<file path="config.mk">
export PLATFORM = sky130hd
export DESIGN_NAME = axis_frame_ctrl
export DESIGN_NICKNAME = d
export VERILOG_FILES = /design/src/rtl/axis_frame_ctrl.sv
export SDC_FILE = /design/constraint.sdc
export NUM_CORES = 1
export LEC_CHECK = 0
export ABC_AREA = 0
export BUFFER_PORTS_ARGS = -buffer_cell sky130_fd_sc_hd__buf_4
export CAP_MARGIN = 15
export CORE_MARGIN = 8
export CORE_UTILIZATION = 35
export DETAILED_ROUTE_END_ITERATION = 10
export GPL_TIMING_DRIVEN = 0
export PLACE_DENSITY = 0.66
export SLEW_MARGIN = 20
export SYNTH_ARGS = -nofsm -noshare
export SYNTH_HDL_FRONTEND = slang
export SYNTH_SLANG_ARGS = --single-unit
export TNS_END_PERCENT = 30
</file>
<file path="constraint.sdc">
create_clock -name i_sys_clk -period 6.2 [get_ports i_sys_clk]
set_clock_uncertainty 0.2 [all_clocks]
set_input_delay 0.62 -clock i_sys_clk [delete_from_list [all_inputs] [get_ports i_sys_clk]]
set_output_delay 0.62 -clock i_sys_clk [all_outputs]
set_load 0.02 [all_outputs]
</file>
<file path="src/rtl/axis_frame_ctrl.sv">
// Frame-level control for the histogram stream: SOF sync, EOL checking,
// zero-latency passthrough and CDF handoff sequencing.
module axis_frame_ctrl #(
  parameter int N      = 8,
  parameter int WIDTH  = 355,
  parameter int HEIGHT = 355
) (
  input  logic          i_sys_clk,
  input  logic          i_sys_aresetn,
  input  logic [N-1:0]  s_axis_tdata,
  input  logic          s_axis_tvalid,
  input  logic          s_axis_tlast,
  input  logic          s_axis_tuser,
  output logic          s_axis_tready,
  output logic [N-1:0]  m_axis_tdata,
  output logic          m_axis_tvalid,
  output logic          m_axis_tlast,
  output logic          m_axis_tuser,
  input  logic          m_axis_tready,
  input  logic          i_enable,
  input  logic          i_single_shot,
  input  logic          i_cdf_done,
  input  logic          i_err_clr,
  output logic          o_hist_clr,
  output logic          o_frame_done,
  output logic          o_cdf_start,
  output logic          o_busy,
  output logic          o_err_sof,
  output logic          o_err_eol,
  output logic [10:0]   o_pixel_cnt,
  output logic [10:0]   o_line_cnt
);

  typedef enum logic [2:0] {
    IDLE, WAIT_SOF, STREAM, FLUSH, CDF
  } state_t;

  state_t state, state_nx;
  logic   pass_hs, last_px, last_ln;
  logic   set_sof, set_eol, frame_end;
  logic   enter_ws, enter_cdf;

  assign m_axis_tdata = s_axis_tdata;
  assign m_axis_tlast = s_axis_tlast;
  assign m_axis_tuser = s_axis_tuser;

  assign last_px   = o_pixel_cnt == 11'(WIDTH - 1);
  assign last_ln   = o_line_cnt == 11'(HEIGHT - 1);
  assign enter_ws  = state_nx == WAIT_SOF &&
                     state != WAIT_SOF;
  assign enter_cdf = state_nx == CDF && state != CDF;
  assign o_busy    = state != IDLE;

  always_comb begin
    state_nx      = state;
    s_axis_tready = 1'b0;
    m_axis_tvalid = 1'b0;
    pass_hs       = 1'b0;
    set_sof       = 1'b0;
    set_eol       = 1'b0;
    frame_end     = 1'b0;
    unique case (state)
      IDLE: begin
        if (i_enable) state_nx = WAIT_SOF;
      end
      WAIT_SOF: begin
        if (!i_enable) begin
          state_nx = IDLE;
        end else if (s_axis_tvalid && s_axis_tuser) begin
          m_axis_tvalid = 1'b1;
          s_axis_tready = m_axis_tready;
          pass_hs       = m_axis_tready;
        end else begin
          s_axis_tready = 1'b1;
        end
      end
      STREAM: begin
        // A new SOF is left on the bus so WAIT_SOF can take it as pixel 0
        if (s_axis_tvalid && s_axis_tuser) begin
          set_sof  = 1'b1;
          state_nx = WAIT_SOF;
        end else begin
          m_axis_tvalid = s_axis_tvalid;
          s_axis_tready = m_axis_tready;
          pass_hs       = s_axis_tvalid && m_axis_tready;
        end
      end
      FLUSH: begin
        if (!i_enable) begin
          state_nx = IDLE;
        end else begin
          s_axis_tready = !s_axis_tuser;
          if (s_axis_tvalid && s_axis_tuser)
            state_nx = WAIT_SOF;
        end
      end
      CDF: begin
        if (i_cdf_done)
          state_nx = (i_enable && !i_single_shot) ?
                     WAIT_SOF : IDLE;
      end
      default: state_nx = IDLE;
    endcase
    if (pass_hs) begin
      if (s_axis_tlast != last_px) begin
        set_eol  = 1'b1;
        state_nx = FLUSH;
      end else if (last_px && last_ln) begin
        frame_end = 1'b1;
        state_nx  = CDF;
      end else begin
        state_nx = STREAM;
      end
    end
  end

  always_ff @(posedge i_sys_clk or negedge i_sys_aresetn) begin
    if (!i_sys_aresetn) begin
      state        <= IDLE;
      o_hist_clr   <= 1'b0;
      o_frame_done <= 1'b0;
      o_cdf_start  <= 1'b0;
      o_err_sof    <= 1'b0;
      o_err_eol    <= 1'b0;
      o_pixel_cnt  <= '0;
      o_line_cnt   <= '0;
    end else begin
      state        <= state_nx;
      o_hist_clr   <= enter_ws;
      o_frame_done <= frame_end;
      o_cdf_start  <= enter_cdf;
      o_err_sof    <= set_sof | (o_err_sof & ~i_err_clr);
      o_err_eol    <= set_eol | (o_err_eol & ~i_err_clr);
      if (enter_ws) begin
        o_pixel_cnt <= '0;
        o_line_cnt  <= '0;
      end else if (pass_hs) begin
        if (last_px) begin
          o_pixel_cnt <= '0;
          o_line_cnt  <= last_ln ? 11'd0 : o_line_cnt + 11'd1;
        end else begin
          o_pixel_cnt <= o_pixel_cnt + 11'd1;
        end
      end
    end
  end

endmodule

</file>
==> impl_metrics.py, run 1 <==
metrics = {
    "run_status": {
        "status": "complete, no violations",
    },
    "route": {
        "avgViaCountPerCell": 5.15,
        "ant_nets": 0,
        "routed_wl_um": 4740,
        "vias": 1652,
        "first_pass_iters": 4,
        "drc": 0,
        "routedWlPerCell_um": 14.8,
        "drt-initial-drc-count": 130,
    },
    "synth": {
        "synth_nets": 216,
        "synth-async-reset-ratio_pct": 100,
        "ys_seq_area_share_pct": 41.0,
        "synthCells": 194,
        "syn-cell-area_sq_um": 1830,
        "synth-edff-count": 0,
        "synth_cell_types": 49,
        "yosys_warnings": 0,
        "ys_ff_latch": 30,
        "synth.avg_cell_area_sq_um": 9.43,
        "synth_top_flop_cell": "dfrtp_1",
    },
    "grt": {
        "grt_pass1_vias": 1662,
        "grt_pass1_wl_um": 7940,
        "antenna_found_initial": 0,
        "grt_start_max_net_pins": 31,
        "track_usage_pct": 12.9,
        "grt_remaining_overflow": 0,
    },
    "cells_and_area": {
        "antennaDiodeCount": 0,
        "area_growth_pct": 29.9,
        "fin_nets": 272,
        "drive_gt1_share_pct": 33.1,
        "fin_util_pct": 46.8,
    },
    "timing": {
        "finalSetupTns_ns": 0,
        "worst_pin_slew_ns": 0.713,
        "timing.final.hold_violations": 0,
        "final.period_utilization_pct": 41.7,
        "max_freq_mhz": 387,
        "fin_crit_ns": 2.58,
        "maxSlewViolCount": 0,
        "maxSlewHeadroom_pct": 52.5,
        "rsz0062_at_grt": "no",
        "worst_slack_ns": 3.62,
        "setup_violations": 0,
        "whs_ns": 0.0603,
    },
    "setup_path": {
        "critPathMaxFanout": 10,
        "end_kind": "flop",
        "crit_type": "flop to flop",
        "crit_required_ns": 6.16,
        "critPathTopFamily": "simple AND/OR/NAND/NOR gates",
        "reg2reg_from": "o_pixel_cnt[0]$_DFFE_PN0P_",
        "crit_buf_inv": 3,
        "crit_path_frequent_cell": "buf_4",
        "path_cells": "inv_1 > ha_1 > or4b_4 > nor4_4 > nand2b_1 > buf_4 > buf_4 > nor2_1 > o21ai_0 > o41ai_1",
        "reg2regPathDepth": 10,
        "cpPeakStageDelay_ns": 0.48,
        "regToRegEndpoint": "o_pixel_cnt[5]$_DFFE_PN0P_",
        "cp_data_arrival_time_ns": 2.55,
        "rrSetupSlack_ns": 3.62,
        "start_kind": "flop",
        "crit_slowest_cell": "or4b_4",
    },
    "power_and_ir_drop": {
        "power_mw": 0.539,
        "vdd_drop_max_mv": 0.0960,
        "leakage_nw": 1.15,
        "power.density_nw_per_um2": 227,
    },
    "floorplanning": {
        "die_area_sq_um": 7800,
        "ios": 58,
        "start_util_pct": 36.0,
        "die_x_um": 88.3,
        "die_h_um": 88.3,
        "num_rows": 26,
        "fp.coreArea_sq_um": 5070,
    },
    "place": {
        "dp_slack_ns": 3.54,
        "hpwl_um": 3450,
        "gp_congestion": 0.866,
        "portBuffers": 49,
    },
    "cts": {
        "clock_path_buffers": 2,
        "cts-resized-gates": 0,
        "hold_buffers": 0,
        "clkLatencyLatePin_ns": 0.28,
        "cts_buffers": 5,
        "cts_tree": "done",
        "root_buffer": "clkbuf_8",
        "cts_sinks": 30,
        "post_cts_buffers": 0,
        "cts.reportedPaths.clkPinSlew_ns": 0.07,
        "cts_max_level": 2,
    },
    "job": {
        "cap_violations": 0,
    },
    "hold_path": {
        "hold_path.class": "primary input to async pin",
    },
}
[cells in the mapped netlist (2+ instances only)]
| master | n | area, sq um |
|---|---|---|
| a21o_1 | 3 | 22.5 |
| nand2b_1 | 7 | 43.8 |
| dfrtp_1 | 30 | 751 |
| o21ai_0 | 24 | 120 |
| buf_4 | 12 | 90.1 |
| o31ai_1 | 2 | 15.0 |
| nor2_1 | 17 | 63.8 |
| nand2_1 | 13 | 48.8 |
| ha_1 | 4 | 50.1 |
| o21ai_1 | 2 | 10.0 |
| o22ai_1 | 3 | 18.8 |
| or4b_2 | 2 | 20.0 |
| nand3_1 | 8 | 40.0 |
| and3_1 | 8 | 50.1 |
| a21oi_1 | 7 | 35.0 |
| a31oi_1 | 2 | 12.5 |
| inv_1 | 10 | 37.5 |
| a211oi_1 | 2 | 15.0 |
| a22o_1 | 6 | 52.6 |
| and4_1 | 2 | 17.5 |
| or3_1 | 2 | 12.5 |
[cell type report]
cell class	count	area, sq um
Clock buffer	7	86.3
Buffer	13	95.1
Fill cell	522	2700
Tap cell	70	87.6
Multi-Input combinational cell	141	946
Sequential cell	30	751
Inverter	10	37.5
Clock inverter	1	5.00
Timing Repair Buffer	49	368
[cell usage in the layout, fill, tap and decap left out, types with 2 or more instances in the layout]
cell type  netlist  final
buf_4           12     61
dfrtp_1         30     30
o21ai_0         24     24
nor2_1          17     17
nand2_1         13     13
inv_1           10     10
and3_1           8      8
nand3_1          8      8
a21oi_1          7      7
nand2b_1         7      7
a22o_1           6      6
clkbuf_8         0      6
ha_1             4      4
o22ai_1          3      3
a21o_1           3      3
or4b_2           2      2
and4_1           2      2
or3_1            2      2
a31oi_1          2      2
o31ai_1          2      2
o21ai_1          2      2
a211oi_1         2      2
[state kept, by name, indices dropped and copies added, names as in the netlist]
signal	count
o_frame_done	1
state	3
o_err_eol	1
o_line_cnt	11
o_hist_clr	1
o_pixel_cnt	11
o_cdf_start	1
o_err_sof	1
[metrics by stage]
step,cells,instance area (sq um)
5_1_grt,321,2380
4_1_cts,321,2380
3_5_place_dp,313,2280
3_3_place_gp,313,2280
6_report,321,2380
2_1_floorplan,194,1830
[how the worst max path moves through the flow]
stage	startpoint	slack [ns]	cells past startpoint	endpoint
CTS	o_pixel_cnt[0]$_DFFE_PN0P_	3.60	10	o_pixel_cnt[5]$_DFFE_PN0P_
finish	o_pixel_cnt[0]$_DFFE_PN0P_	3.62	10	o_pixel_cnt[5]$_DFFE_PN0P_
global placement	s_axis_tuser	3.56	7	o_pixel_cnt[5]$_DFFE_PN0P_
floorplan	o_pixel_cnt[0]$_DFFE_PN0P_	3.81	9	o_line_cnt[7]$_DFFE_PN0P_
detailed placement	s_axis_tuser	3.54	7	o_pixel_cnt[5]$_DFFE_PN0P_
global route	o_pixel_cnt[0]$_DFFE_PN0P_	3.30	9	o_line_cnt[3]$_DFFE_PN0P_
[where the power goes]
part,switching [mW],internal (mW)
clock network,0.0755,0.0894
logic,0.0791,0.0615
registers,0.0222,0.212
[metal layers]
layer	up-vias	GRT usage [%]	part of all wire [%]
li1	814	-	-
met5	-	0	0
met4	0	6.61	1.9
met2	58	19.6	45
met1	775	16.4	45
met3	5	3.62	7.4
[logic make-up after synthesis]
| logic type | after synthesis | synth area share (%) |
|---|---|---|
| XOR/XNOR | 2 | 0.958 |
| adder cells (fa/ha/maj) | 4 | 2.74 |
| AND/OR/NAND/NOR | 73 | 24.0 |
| buffers and inverters | 23 | 7.25 |
| AO/OA/AOI/OAI | 62 | 24.0 |
| flip-flops | 30 | 41.0 |
[worst reg2reg max path: cells and delay by family (launching register included)]
kind	cells	cell delay, ns
buf+inv	3	0.40
flops	1	0.45
simple gates	4	1.02
fa+ha+maj	1	0.14
compound gates	2	0.26
Power figures use the tool's default switching activity.
==> inputs of run 2 (changes only) <==
--- a/config.mk
+++ b/config.mk
@@ -12,7 +12,7 @@
 export CORE_UTILIZATION = 35
 export DETAILED_ROUTE_END_ITERATION = 10
 export GPL_TIMING_DRIVEN = 0
-export PLACE_DENSITY = 0.66
+export PLACE_DENSITY = 0.69
 export SLEW_MARGIN = 20
 export SYNTH_ARGS = -nofsm -noshare
 export SYNTH_HDL_FRONTEND = slang
==> constraint.sdc (replaced) <==
create_clock -name i_sys_clk -period 2.3 [get_ports i_sys_clk]
set_clock_uncertainty 0.2 [all_clocks]
set_input_delay 0.23 -clock i_sys_clk [delete_from_list [all_inputs] [get_ports i_sys_clk]]
set_output_delay 0.23 -clock i_sys_clk [all_outputs]
set_load 0.02 [all_outputs]
==> run 2 against run 1 <==
Net effect:
- sequential share of layout area is 2.3 points lower
- clock power grew to 2.6 times the previous value
- fmax rose by 14%
- setup slack got worse by 3.6 ns
- routed wire length is 4.1% higher
- cell area rose by 8.3%
- power rose to 2.8 times the previous value
- combinational power grew to 3.1 times the previous value
- sequential power rose to 2.7 times the previous value
- largest cell class unchanged
- highest routed layer unchanged
==> impl_metrics.py, run 2 (synthesis gave the netlist of run 1 again) <==
metrics = {
    "job": {
        "cap_violations": 0,
    },
    "cells_and_area": {
        "drive_gt1_share_pct": 39.6,
        "area_growth_pct": 40.7,
        "reg_top3": "o_line_cnt: 11 flops, o_pixel_cnt: 11 flops, state: 3 flops",
        "antennaDiodeCount": 0,
        "layout_common_cells": "buf_4 (69), dfrtp_1 (27), nor2_1 (17)",
        "final_common_cell": "buf_4",
        "fin_nets": 286,
        "layoutNonFillerInstCount": 335,
    },
    "setup_path": {
        "end_kind": "flop",
        "crit_type": "flop to flop",
        "crit_buf_inv": 2,
        "critPathTopFamily": "simple AND/OR/NAND/NOR gates",
        "cpPeakStageDelay_ns": 0.47,
        "crit_required_ns": 2.26,
        "crit_slowest_cell": "or4b_4",
        "rrSetupSlack_ns": 0.03,
        "critPathMaxFanout": 8,
        "path_cells": "inv_2 > ha_1 > or4b_4 > nor4_4 > nand2_2 > a21boi_4 > buf_6 > o21ai_4 > o41ai_4",
        "cp_data_arrival_time_ns": 2.23,
        "start_kind": "flop",
    },
    "cts": {
        "cts_tree": "done",
        "cts_sinks": 30,
        "clock_path_buffers": 2,
        "cts_max_level": 2,
        "cts.reportedPaths.clkPinSlew_ns": 0.06,
        "cts_buffers": 5,
        "root_buffer": "clkbuf_8",
        "clkLatencyLatePin_ns": 0.28,
    },
    "power_and_ir_drop": {
        "leakage_nw": 1.25,
        "vdd_drop_max_mv": 0.360,
        "power.density_nw_per_um2": 583,
    },
    "route": {
        "routedWlPerCell_um": 14.7,
        "routed_wl_um": 4940,
        "drt-initial-drc-count": 102,
        "first_pass_iters": 4,
        "avgViaCountPerCell": 5.12,
        "vias": 1714,
        "ant_nets": 0,
        "drc": 0,
    },
    "place": {
        "portBuffers": 49,
        "hpwl_um": 3490,
        "dp_cells": 313,
        "gp_congestion": 0.865,
    },
    "timing": {
        "rsz0062_at_grt": "yes",
        "maxSlewViolCount": 0,
        "worst_pin_slew_ns": 0.478,
        "finalSetupTns_ns": 0,
        "max_freq_mhz": 440,
        "timing.final.hold_violations": 0,
        "maxSlewHeadroom_pct": 68.1,
        "fin_crit_ns": 2.27,
        "setup_violations": 0,
        "final.period_utilization_pct": 98.8,
    },
    "floorplanning": {
        "fp.coreArea_sq_um": 5070,
        "num_rows": 26,
        "die_area_sq_um": 7800,
        "die_x_um": 88.3,
        "ios": 58,
        "start_util_pct": 36.0,
        "die_h_um": 88.3,
    },
    "hold_path": {
        "hold_path.class": "primary input to flop",
    },
    "grt": {
        "grt_pass1_wl_um": 7940,
        "grt_pass1_vias": 1662,
        "grt_remaining_overflow": 0,
        "antenna_found_initial": 0,
        "track_usage_pct": 12.8,
        "grt_start_max_net_pins": 31,
    },
    "run_status": {
        "status": "complete, no violations",
    },
}
-- run 2: layer usage --
layer	vias up	wire (um)	track usage [%]
met5	-	0	0
li1	843	-	-
met4	0	57	5.07
met2	51	2290	20.0
met3	5	361	4.55
met1	815	2230	15.7
-- run 2: final timing paths --
path / start / to / cells after the start
worst max-delay path: o_pixel_cnt[0]$_DFFE_PN0P_ / o_line_cnt[7]$_DFFE_PN0P_ / 9
worst min-delay path: s_axis_tlast / o_frame_done$_DFF_PN0_ / 2
worst max register to register: o_pixel_cnt[0]$_DFFE_PN0P_ / o_line_cnt[7]$_DFFE_PN0P_ / 9
worst min register to register: o_err_sof$_DFF_PN0_ / o_err_sof$_DFF_PN0_ / 2
max in group asynchronous: i_sys_aresetn / state[1]$_DFF_PN0_ / 2
min in group asynchronous: i_sys_aresetn / o_pixel_cnt[4]$_DFFE_PN0P_ / 2
-- run 2: final cells by class --
cell class	instances	area [sq um]
Fill cell	504	2500
Multi-Input combinational cell	141	1000
Sequential cell	30	754
Timing Repair Buffer	64	505
Buffer	12	97.6
Tap cell	70	87.6
Clock buffer	7	86.3
Inverter	10	37.5
Clock inverter	1	5.00
-- run 2: timing repair --
item                                    CTS  global route
buffers inserted                          9             3
endpoints found under the hold margin    32             0
hold buffers                              2             0
pin swaps                                 3             6
cloned                                    1             0
endpoints found under the setup margin   20            21
gates resized for setup                  16            10
-- run 2: power breakdown --
part           internal (mW)  switching, mW  total (mW)
clock network          0.241          0.192       0.433
registers              0.571         0.0662       0.638
logic                  0.199          0.231       0.431
total                   1.01          0.490        1.50
-- run 2: worst register-to-register path, cell delays in order (launching register included) --
cell      delay, ns
dfrtp_2        0.41
inv_2          0.05
ha_1           0.12
or4b_4         0.47
nor4_4         0.22
nand2_2        0.09
a21boi_4       0.19
buf_6          0.16
o21ai_4        0.15
o41ai_4        0.09
-- run 2: stage by stage --
step | cell area (sq um) | power [mW] | hold slack [ns] | setup slack (ns) | util [%]
global route | 2570 | 1.59 | 0.0629 | -0.0781 | 50.7
global placement | 2300 | 1.02 | -0.0170 | -0.151 | 45.3
finish | 2570 | 1.50 | 0.0586 | 0.0282 | 50.7
detailed placement | 2300 | 1.03 | -0.0116 | -0.223 | 45.3
CTS | 2510 | 1.50 | 0.0465 | -0.00803 | 49.4
floorplan | 1850 | 0.864 | -0.266 | -0.0346 | -
